File: src/rtl/board_pkg.sv
// board_pkg: constants and types shared by the board link transmitter and receiver.
`default_nettype none

package board_pkg;

  localparam int         FRAME_BITS        = 162;
  localparam int         NUM_CELLS         = 81;
  localparam int         NUM_PAYLOAD_BYTES = 21;
  localparam logic [7:0] SYNC_BYTE         = 8'hA5;

  typedef enum logic [1:0] {
    CELL_EMPTY = 2'd0,
    CELL_BLACK = 2'd1,
    CELL_WHITE = 2'd2
  } cell_t;

  typedef enum logic [1:0] {
    TX_IDLE  = 2'd0,
    TX_START = 2'd1,
    TX_DATA  = 2'd2,
    TX_STOP  = 2'd3
  } tx_state_t;

endpackage

`default_nettype wire

File: src/rtl/uart_byte_tx.sv
// uart_byte_tx: 8N1 byte serializer; done pulses in the last stop-bit cycle so a
// start issued in that same cycle chains the next byte with no idle gap.
`default_nettype none

module uart_byte_tx
  import board_pkg::*;
#(
  parameter int CLKS_PER_BIT = 868
) (
  input  logic       clk,
  input  logic       rst_n,
  input  logic [7:0] data,
  input  logic       start,
  output logic       done,
  output logic       tx
);

  localparam int            CW   = (CLKS_PER_BIT > 1) ? $clog2(CLKS_PER_BIT) : 1;
  localparam logic [CW-1:0] LAST = CW'(CLKS_PER_BIT - 1);

  tx_state_t     state, state_nx;
  logic [CW-1:0] cnt, cnt_nx;
  logic [2:0]    bit_idx, bit_idx_nx;
  logic [7:0]    shreg, shreg_nx;
  logic          tx_nx;
  logic          bit_end;

  assign bit_end = (cnt == LAST);

  always_ff @(posedge clk or negedge rst_n) begin
    if (!rst_n) begin
      state   <= TX_IDLE;
      cnt     <= '0;
      bit_idx <= '0;
      shreg   <= '0;
      tx      <= 1'b1;
    end else begin
      state   <= state_nx;
      cnt     <= cnt_nx;
      bit_idx <= bit_idx_nx;
      shreg   <= shreg_nx;
      tx      <= tx_nx;
    end
  end

  always_comb begin
    state_nx   = state;
    cnt_nx     = cnt;
    bit_idx_nx = bit_idx;
    shreg_nx   = shreg;
    tx_nx      = tx;
    done       = 1'b0;
    if (state != TX_IDLE) begin
      cnt_nx = bit_end ? '0 : cnt + 1'b1;
    end
    case (state)
      TX_IDLE: begin
        if (start) begin
          state_nx = TX_START;
          shreg_nx = data;
          cnt_nx   = '0;
          tx_nx    = 1'b0;
        end
      end
      TX_START: begin
        if (bit_end) begin
          state_nx   = TX_DATA;
          bit_idx_nx = 3'd0;
          tx_nx      = shreg[0];
          shreg_nx   = {1'b0, shreg[7:1]};
        end
      end
      TX_DATA: begin
        if (bit_end) begin
          if (bit_idx == 3'd7) begin
            state_nx = TX_STOP;
            tx_nx    = 1'b1;
          end else begin
            bit_idx_nx = bit_idx + 3'd1;
            tx_nx      = shreg[0];
            shreg_nx   = {1'b0, shreg[7:1]};
          end
        end
      end
      TX_STOP: begin
        if (bit_end) begin
          done = 1'b1;
          if (start) begin
            state_nx = TX_START;
            shreg_nx = data;
            tx_nx    = 1'b0;
          end else begin
            state_nx = TX_IDLE;
          end
        end
      end
      default: state_nx = TX_IDLE;
    endcase
  end

endmodule

`default_nettype wire

File: src/rtl/board_tx.sv
// board_tx: sends one 162-bit board frame as sync byte A5 plus 21 UART payload bytes.
// Optional trailing XOR checksum byte when BOARD_TX_CHECKSUM_EN is defined.
`default_nettype none

module board_tx
  import board_pkg::*;
#(
  parameter int CLKS_PER_BIT = 868
) (
  input  logic                  clk_in,
  input  logic                  rst_n_in,
  input  logic [FRAME_BITS-1:0] data_in,
  input  logic                  valid_in,
  output logic                  ready_out,
  output logic                  tx_out,
  output logic                  busy_out
);

`ifdef BOARD_TX_CHECKSUM_EN
  localparam logic [4:0] TOTAL_BYTES = 5'(NUM_PAYLOAD_BYTES + 2);
`else
  localparam logic [4:0] TOTAL_BYTES = 5'(NUM_PAYLOAD_BYTES + 1);
`endif
  localparam int PAD_BITS = 8 * NUM_PAYLOAD_BYTES;

  logic [FRAME_BITS-1:0] frame;
  logic [4:0]            byte_cnt;
  logic [4:0]            idx;
  logic [PAD_BITS-1:0]   padded;
  logic [7:0]            payload;
  logic [7:0]            next_byte;
  logic                  accept;
  logic                  more;
  logic                  start;
  logic                  done;

  assign accept  = valid_in & ready_out;
  assign more    = (byte_cnt < TOTAL_BYTES);
  // byte_cnt counts bytes already handed to the serializer (sync included).
  assign idx     = byte_cnt - 5'd1;
  assign padded  = {{(PAD_BITS - FRAME_BITS){1'b0}}, frame};
  assign payload = padded[{idx, 3'b000} +: 8];

`ifdef BOARD_TX_CHECKSUM_EN
  logic [7:0] csum;
  logic       is_csum;

  assign is_csum = (idx == 5'(NUM_PAYLOAD_BYTES));

  always_ff @(posedge clk_in or negedge rst_n_in) begin
    if (!rst_n_in) begin
      csum <= '0;
    end else if (accept) begin
      csum <= '0;
    end else if (done && more && !is_csum) begin
      csum <= csum ^ payload;
    end
  end
`endif

  always_comb begin
    start     = 1'b0;
    next_byte = SYNC_BYTE;
    if (accept) begin
      start = 1'b1;
    end else if (done && more) begin
      start     = 1'b1;
      next_byte = payload;
`ifdef BOARD_TX_CHECKSUM_EN
      if (is_csum) begin
        next_byte = csum;
      end
`endif
    end
  end

  always_ff @(posedge clk_in or negedge rst_n_in) begin
    if (!rst_n_in) begin
      frame     <= '0;
      byte_cnt  <= '0;
      ready_out <= 1'b1;
      busy_out  <= 1'b0;
    end else if (accept) begin
      frame     <= data_in;
      byte_cnt  <= 5'd1;
      ready_out <= 1'b0;
      busy_out  <= 1'b1;
    end else if (done) begin
      if (more) begin
        byte_cnt <= byte_cnt + 5'd1;
      end else begin
        byte_cnt  <= '0;
        ready_out <= 1'b1;
        busy_out  <= 1'b0;
      end
    end
  end

  uart_byte_tx #(
    .CLKS_PER_BIT(CLKS_PER_BIT)
  ) u_uart (
    .clk  (clk_in),
    .rst_n(rst_n_in),
    .data (next_byte),
    .start(start),
    .done (done),
    .tx   (tx_out)
  );

endmodule

`default_nettype wire
File: config.mk
export PLATFORM = sky130hd
export DESIGN_NAME = board_tx
export DESIGN_NICKNAME = d
export VERILOG_FILES = /design/src/rtl/board_pkg.sv /design/src/rtl/uart_byte_tx.sv /design/src/rtl/board_tx.sv
export SDC_FILE = /design/constraint.sdc
export NUM_CORES = 1
export LEC_CHECK = 0
export ABC_AREA = 0
export CAP_MARGIN = 20
export CORE_MARGIN = 3
export CORE_UTILIZATION = 55
export CTS_BUF_LIST = sky130_fd_sc_hd__clkbuf_16
export DETAILED_ROUTE_END_ITERATION = 8
export DONT_BUFFER_PORTS = 1
export PLACE_DENSITY = 0.72
export SKIP_LAST_GASP = 1
export SLEW_MARGIN = 20
export SYNTH_ARGS = -nofsm -noshare
export SYNTH_HDL_FRONTEND = slang
export SYNTH_SLANG_ARGS = --single-unit
File: constraint.sdc
create_clock -name clk_in -period 3.2 [get_ports clk_in]
set_input_delay 0.48 -clock clk_in [delete_from_list [all_inputs] [get_ports clk_in]]
set_output_delay 0.48 -clock clk_in [all_outputs]
set_load 0.01 [all_outputs]
* After elaboration in Yosys (flattened, before gate mapping)
Index checks and enable logic that the tools add are counted.
Word-level totals: word-level logic and storage cells 80, output and inout bits 3, memory bits (read-only) 0, memory bits (writable) 0, register bits after elaboration 193, input port bits 165, bits in latches 0, memories 0
Cells by class: $mul 0, shift-type cells 1, reductions and logical operators 10, $add $sub $neg 4, equal/unequal tests 12, bitwise logic cells 1, muxes and demuxes 42, divide/modulo/power cells 0, order comparisons 1
Operator list (count):
- indexed part select 168 x 9 -> 8 bit | 1
- 2-to-1 mux 8 bit | 7
- 2-to-1 mux 10 bit | 4
- one-hot mux 8 bit (4 select lines) | 1
- 2-to-1 mux 1 bit | 16
- 2-to-1 mux 5 bit | 3
- adder 10 x 1 -> 10 bit (second input constant) | 1
- equality test 10 bit (second input constant) | 1
- 2-to-1 mux 2 bit | 5
- 2-to-1 mux 3 bit | 3
- != test 2 x 1 -> 1 bit (second input constant) | 4
- one-hot mux 2 bit (4 select lines) | 1
- AND reduction 4 bit | 2
- != test 2 bit (second input constant) | 3
- one-hot mux 3 bit (2 select lines) | 1
- nonzero test 2 bit | 3
- adder 5 x 1 -> 5 bit (second input constant) | 1
- < comparator 5 bit (second input constant) | 1
- AND reduction 5 bit | 1
- subtractor 5 x 1 -> 5 bit (second input constant) | 1
- equality test 2 bit (second input constant) | 2
- one-hot mux 1 bit (4 select lines) | 1
- adder 3 x 1 -> 3 bit (second input constant) | 1
- equality test 3 bit (second input constant) | 1
- other kinds (6) | 6

* Longest topological paths before layout
depth in word-level cells 9, gate-level depth with buffers 12, gate-level depth less buffers 7

* By module
From an unflattened synthesis, not the netlist that was laid out.
Unflattened totals: cell total of the unflattened synthesis 653, area total of the unflattened synthesis 9301.4 µm²
By module, submodules not included:
- board_tx | instances 1, area an instance 7895.1 µm², cells an instance 514, seq. area each 4230.3 µm²
- uart_byte_tx | instances 1, area an instance 1406.3 µm², cells an instance 139, seq. area each 601.8 µm²

* Worst setup path before layout
No wires, ideal clock.
path kind reg-to-reg, from reg byte_cnt[0], to reg u_uart.shreg[0], library setup time 0.132 ns, stages on the path, launching flop included 13, path buffers 5, arrival time 2.687 ns, setup slack 0.381 ns, cells stage by stage dfrtp_1 > buf_2 > buf_2 > inv_1 > ha_1 > clkbuf_1 > buf_2 > buf_2 > mux4_2 > nand2_1 > nand3_1 > a311oi_1 > o22ai_1
Between the ends: word-level cells in the longest chain between the ends 7
Ends and longest elaborated chain:
- start: declaration | RTL line board_tx.sv:27 | logic [4:0] byte_cnt;
- start signal: assignment | RTL line board_tx.sv:90 | byte_cnt <= byte_cnt + 5'd1;
- subtractor 5 x 1 -> 5 bit or < comparator 5 bit (tied branches) | RTL line board_tx.sv:40, board_tx.sv:38
- indexed part select 168 x 9 -> 8 bit or logical AND 1 bit (tied branches) | RTL line board_tx.sv:42, board_tx.sv:66
- 2-to-1 mux 8 bit or 2-to-1 mux 1 bit (tied branches) | RTL line board_tx.sv:66 | end else if (done && more) begin
- 2-to-1 mux 8 bit or 2-to-1 mux 1 bit (tied branches) | RTL line board_tx.sv:64 | if (accept) begin
- 2-to-1 mux 8 bit (*) | RTL line uart_byte_tx.sv:58, uart_byte_tx.sv:88
- 2-to-1 mux 8 bit | RTL line uart_byte_tx.sv:86 | if (bit_end) begin
- one-hot mux 8 bit (4 select lines) (*) | RTL line uart_byte_tx.sv:56 | case (state)
- end signal: assignment | RTL line uart_byte_tx.sv:41 | shreg <= shreg_nx;
- end: declaration | RTL line uart_byte_tx.sv:24 | logic [7:0] shreg, shreg_nx;
Every way passes the cells marked *; elsewhere a longest branch is shown, timed or not. The select of a mux whose other input is x is not followed. A chain may end at the register's enable or synchronous reset.

* Final worst setup path
from reg u_uart.bit_idx[0], to reg u_uart.shreg[1]
Between the ends: word-level cells in the longest chain between the ends 3
Ends and longest elaborated chain:
- start: declaration | RTL line uart_byte_tx.sv:23 | logic [2:0] bit_idx, bit_idx_nx;
- start signal: assignment | RTL line uart_byte_tx.sv:40 | bit_idx <= bit_idx_nx;
- equality test 3 bit | RTL line uart_byte_tx.sv:75 | if (bit_idx == 3'd7) begin
- != test 2 bit (no source line)
- AND reduction 4 bit (no source line)
Every way passes these cells.

==> impl_metrics.ini <==
[power]
total_leakage_power_nw = 4.93
p_per_area_nw_per_um2 = 537
peakVddDrop_v = 0.000568

[clock_network]
path_clk_slew_ns = 0.07
clk_latency_ns = 0.43
post_cts_resized = 0
cts-buffers-inserted = 17
clock_sinks = 193
clock_path_buffers = 2
htree_levels = 4
root_buffer = clkbuf_16
cts_setup_buffers = 0
cts_tree = yes

[layout]
syn2layout_area_growth_pct = 7.29
final-seq-area_um2 = 4840
drive_gt1_frac = 0.101
stdcell_count = 1197
fillers = 1346
final_util = 0.615
multi_input_area_um2 = 4140
fin_nets = 1142
antenna-diode-count = 0

[run]
max_cap_viol_count = 0

[critical_path]
reg2reg_slack_ns = 0.46
r2r-end = u_uart.shreg[1]
reg2reg_depth = 7
startpoint_type = flip-flop
worstPathRequired_ns = 3.52
arrival_ns = 3.06
end_kind = flip-flop
critPathMaxFanout = 19
crit-reg2reg-launch = u_uart.bit_idx[0]
crit_type = reg -> reg

[global_route]
track_usage = 0.241
grt_antenna_before_repair = 0
grt_max_degree = 194
grt_pass1_wl_mm = 34.3
grt_pass1_vias = 6644
overflow = 0

[die]
rows = 46
die-area_um2 = 18400
fp.dieH_um = 136
die_w_um = 136
core_area_um2 = 16200
boundaryPins = 168
start_util = 0.573

[placement]
dpl.hpwl_mm = 14.5
placedCellCount = 1165
dpl_worst_slack_ns = 0.496
gp_congestion = 0.872
port_buffers = 0

[synth]
synth_cell_types = 57
synthCells = 1000
synth-main-ff-cell = dfrtp_1
mappedNetlistArea_um2 = 9260
synth_common_cells = nand2_1, dfrtp_1, clkbuf_1, mux4_2, o21ai_0
synth_top_area_frac = 0.516
synth_edf_count = 0
synth_area_leaders = dfrtp_1, nand2_1, mux4_2, clkbuf_1, ha_1
synth-seq-cells = 193
ys_seq_area_frac = 0.522
yosys_warnings = 0
yosys.cell_count.top_type = nand2_1
syn_nets = 1174
synth.largest_area_cell = dfrtp_1
async_flop_share = 1.00
postSynthAreaPerCell_um2 = 9.26

[sta]
fin_hold_ws_ns = -0.262
setup_viol = 0
timing.final.crit_period_ns = 2.74
tns_ns = 0
slew_headroom = 0.336
final.period_utilization = 0.855
worstMarginPinSlew_ns = 0.996
clock_skew_ns = 0.00793
rsz0062_at_grt = no
setup_slack_ns = 0.463
fmax_ghz = 0.365
hold_viol = 193
slew_violations = 0

[routing]
postRouteAntennaNets = 0
routed_wl_mm = 21.1
num_vias = 6709
vias_per_cell = 5.60
drtPass1Iterations = 4
drc = 0
dr.first_iter.drc_count = 516
wire_per_inst_um = 17.6

[status]
failed_checks = hold timing
outcome = complete, but fails checks

[min_path]
worstHoldPathType = in -> async
stage by stage:
| step | total power (W) | cell area, um2 | hold slack, ns |
|---|---|---|---|
| 2_1_floorplan | 0.00320 | 9260 | 0.184 |
| 3_3_place_gp | 0.00331 | 9370 | 0.192 |
| 3_5_place_dp | 0.00334 | 9380 | 0.192 |
| 4_1_cts | 0.00537 | 9940 | -0.275 |
| 5_1_grt | 0.00556 | 9940 | -0.285 |
| 6_report | 0.00534 | 9940 | -0.262 |
routing by layer:
metal | part of all wire | GRT usage
met5 | 0 | 0
met4 | 0.015 | 0.0649
met3 | 0.059 | 0.0598
met2 | 0.49 | 0.386
met1 | 0.44 | 0.333
flip-flops by register name, summed over array words and instances, names as in the netlist:
register / cells
u_uart.shreg: 8
busy_out: 1
frame: 162
byte_cnt: 5
ready_out: 1
u_uart.state: 2
u_uart.cnt: 10
u_uart.tx: 1
u_uart.bit_idx: 3
report_power, final:
part / switching [W] / leakage, nW / internal (W) / total, W
logic: 0.000220 / 2.24 / 0.000248 / 0.000468
registers: 0.000148 / 2.41 / 0.00268 / 0.00283
clock network: 0.000960 / 0.275 / 0.00108 / 0.00204
total: 0.00133 / 4.93 / 0.00401 / 0.00534
logic make-up (layout without fill, tap and decap cells):
group                      count (synthesis)  in the layout  share of synthesized area
DFF                                      193            193                      0.522
adders and majority gates                  9              9                     0.0122
muxes                                     53             53                      0.112
buffers and inverters                     72             53                     0.0339
and+or+nand+nor                          595            595                      0.258
AOI/OAI and AO/OA                         72             72                     0.0540
xor gates and xnor gates                   6              6                    0.00851
how the worst max path moves through the flow:
stage	from	end	slack, ns	depth (start not counted)
finish	u_uart.bit_idx[0]	u_uart.shreg[1]	0.46	7
global route	u_uart.bit_idx[0]	u_uart.shreg[1]	0.31	7
CTS	u_uart.bit_idx[0]	u_uart.shreg[1]	0.48	7
detailed placement	u_uart.bit_idx[0]	u_uart.shreg[1]	0.50	7
global placement	u_uart.bit_idx[0]	u_uart.shreg[1]	0.56	7
floorplan	byte_cnt[0]	u_uart.shreg[0]	0.38	12
cell type report:
type	count	share of cell area
Tap cell	216	0.0272
Multi-Input combinational cell	735	0.416
Timing Repair Buffer	9	0.00932
Clock inverter	15	0.0133
Clock buffer	17	0.0428
Sequential cell	193	0.487
Inverter	12	0.00453
cells in the final DEF, fill, tap and decap left out, types with 8 or more instances in the layout:
cell       Yosys  layout
a22o_1         9       9
nor2_1        16      16
a21oi_1        8       8
inv_1         12      13
mux2i_1        9       9
o21ai_0       22      22
clkbuf_16      0      17
mux4_2        40      40
nand3_1       16      16
nand2_1      528     527
ha_1           9       8
dfrtp_1      191     190
worst max-delay path, cell delays in order, from the launching register on:
cell and delay, ns:
dfrtp_1 0.41, ha_1 0.22, ha_1 0.29, or4b_1 0.48
o31ai_1 0.20, o311a_1 0.62, o311ai_1 0.20, o22a_1 0.21
(Power assumes the default switching activity.)
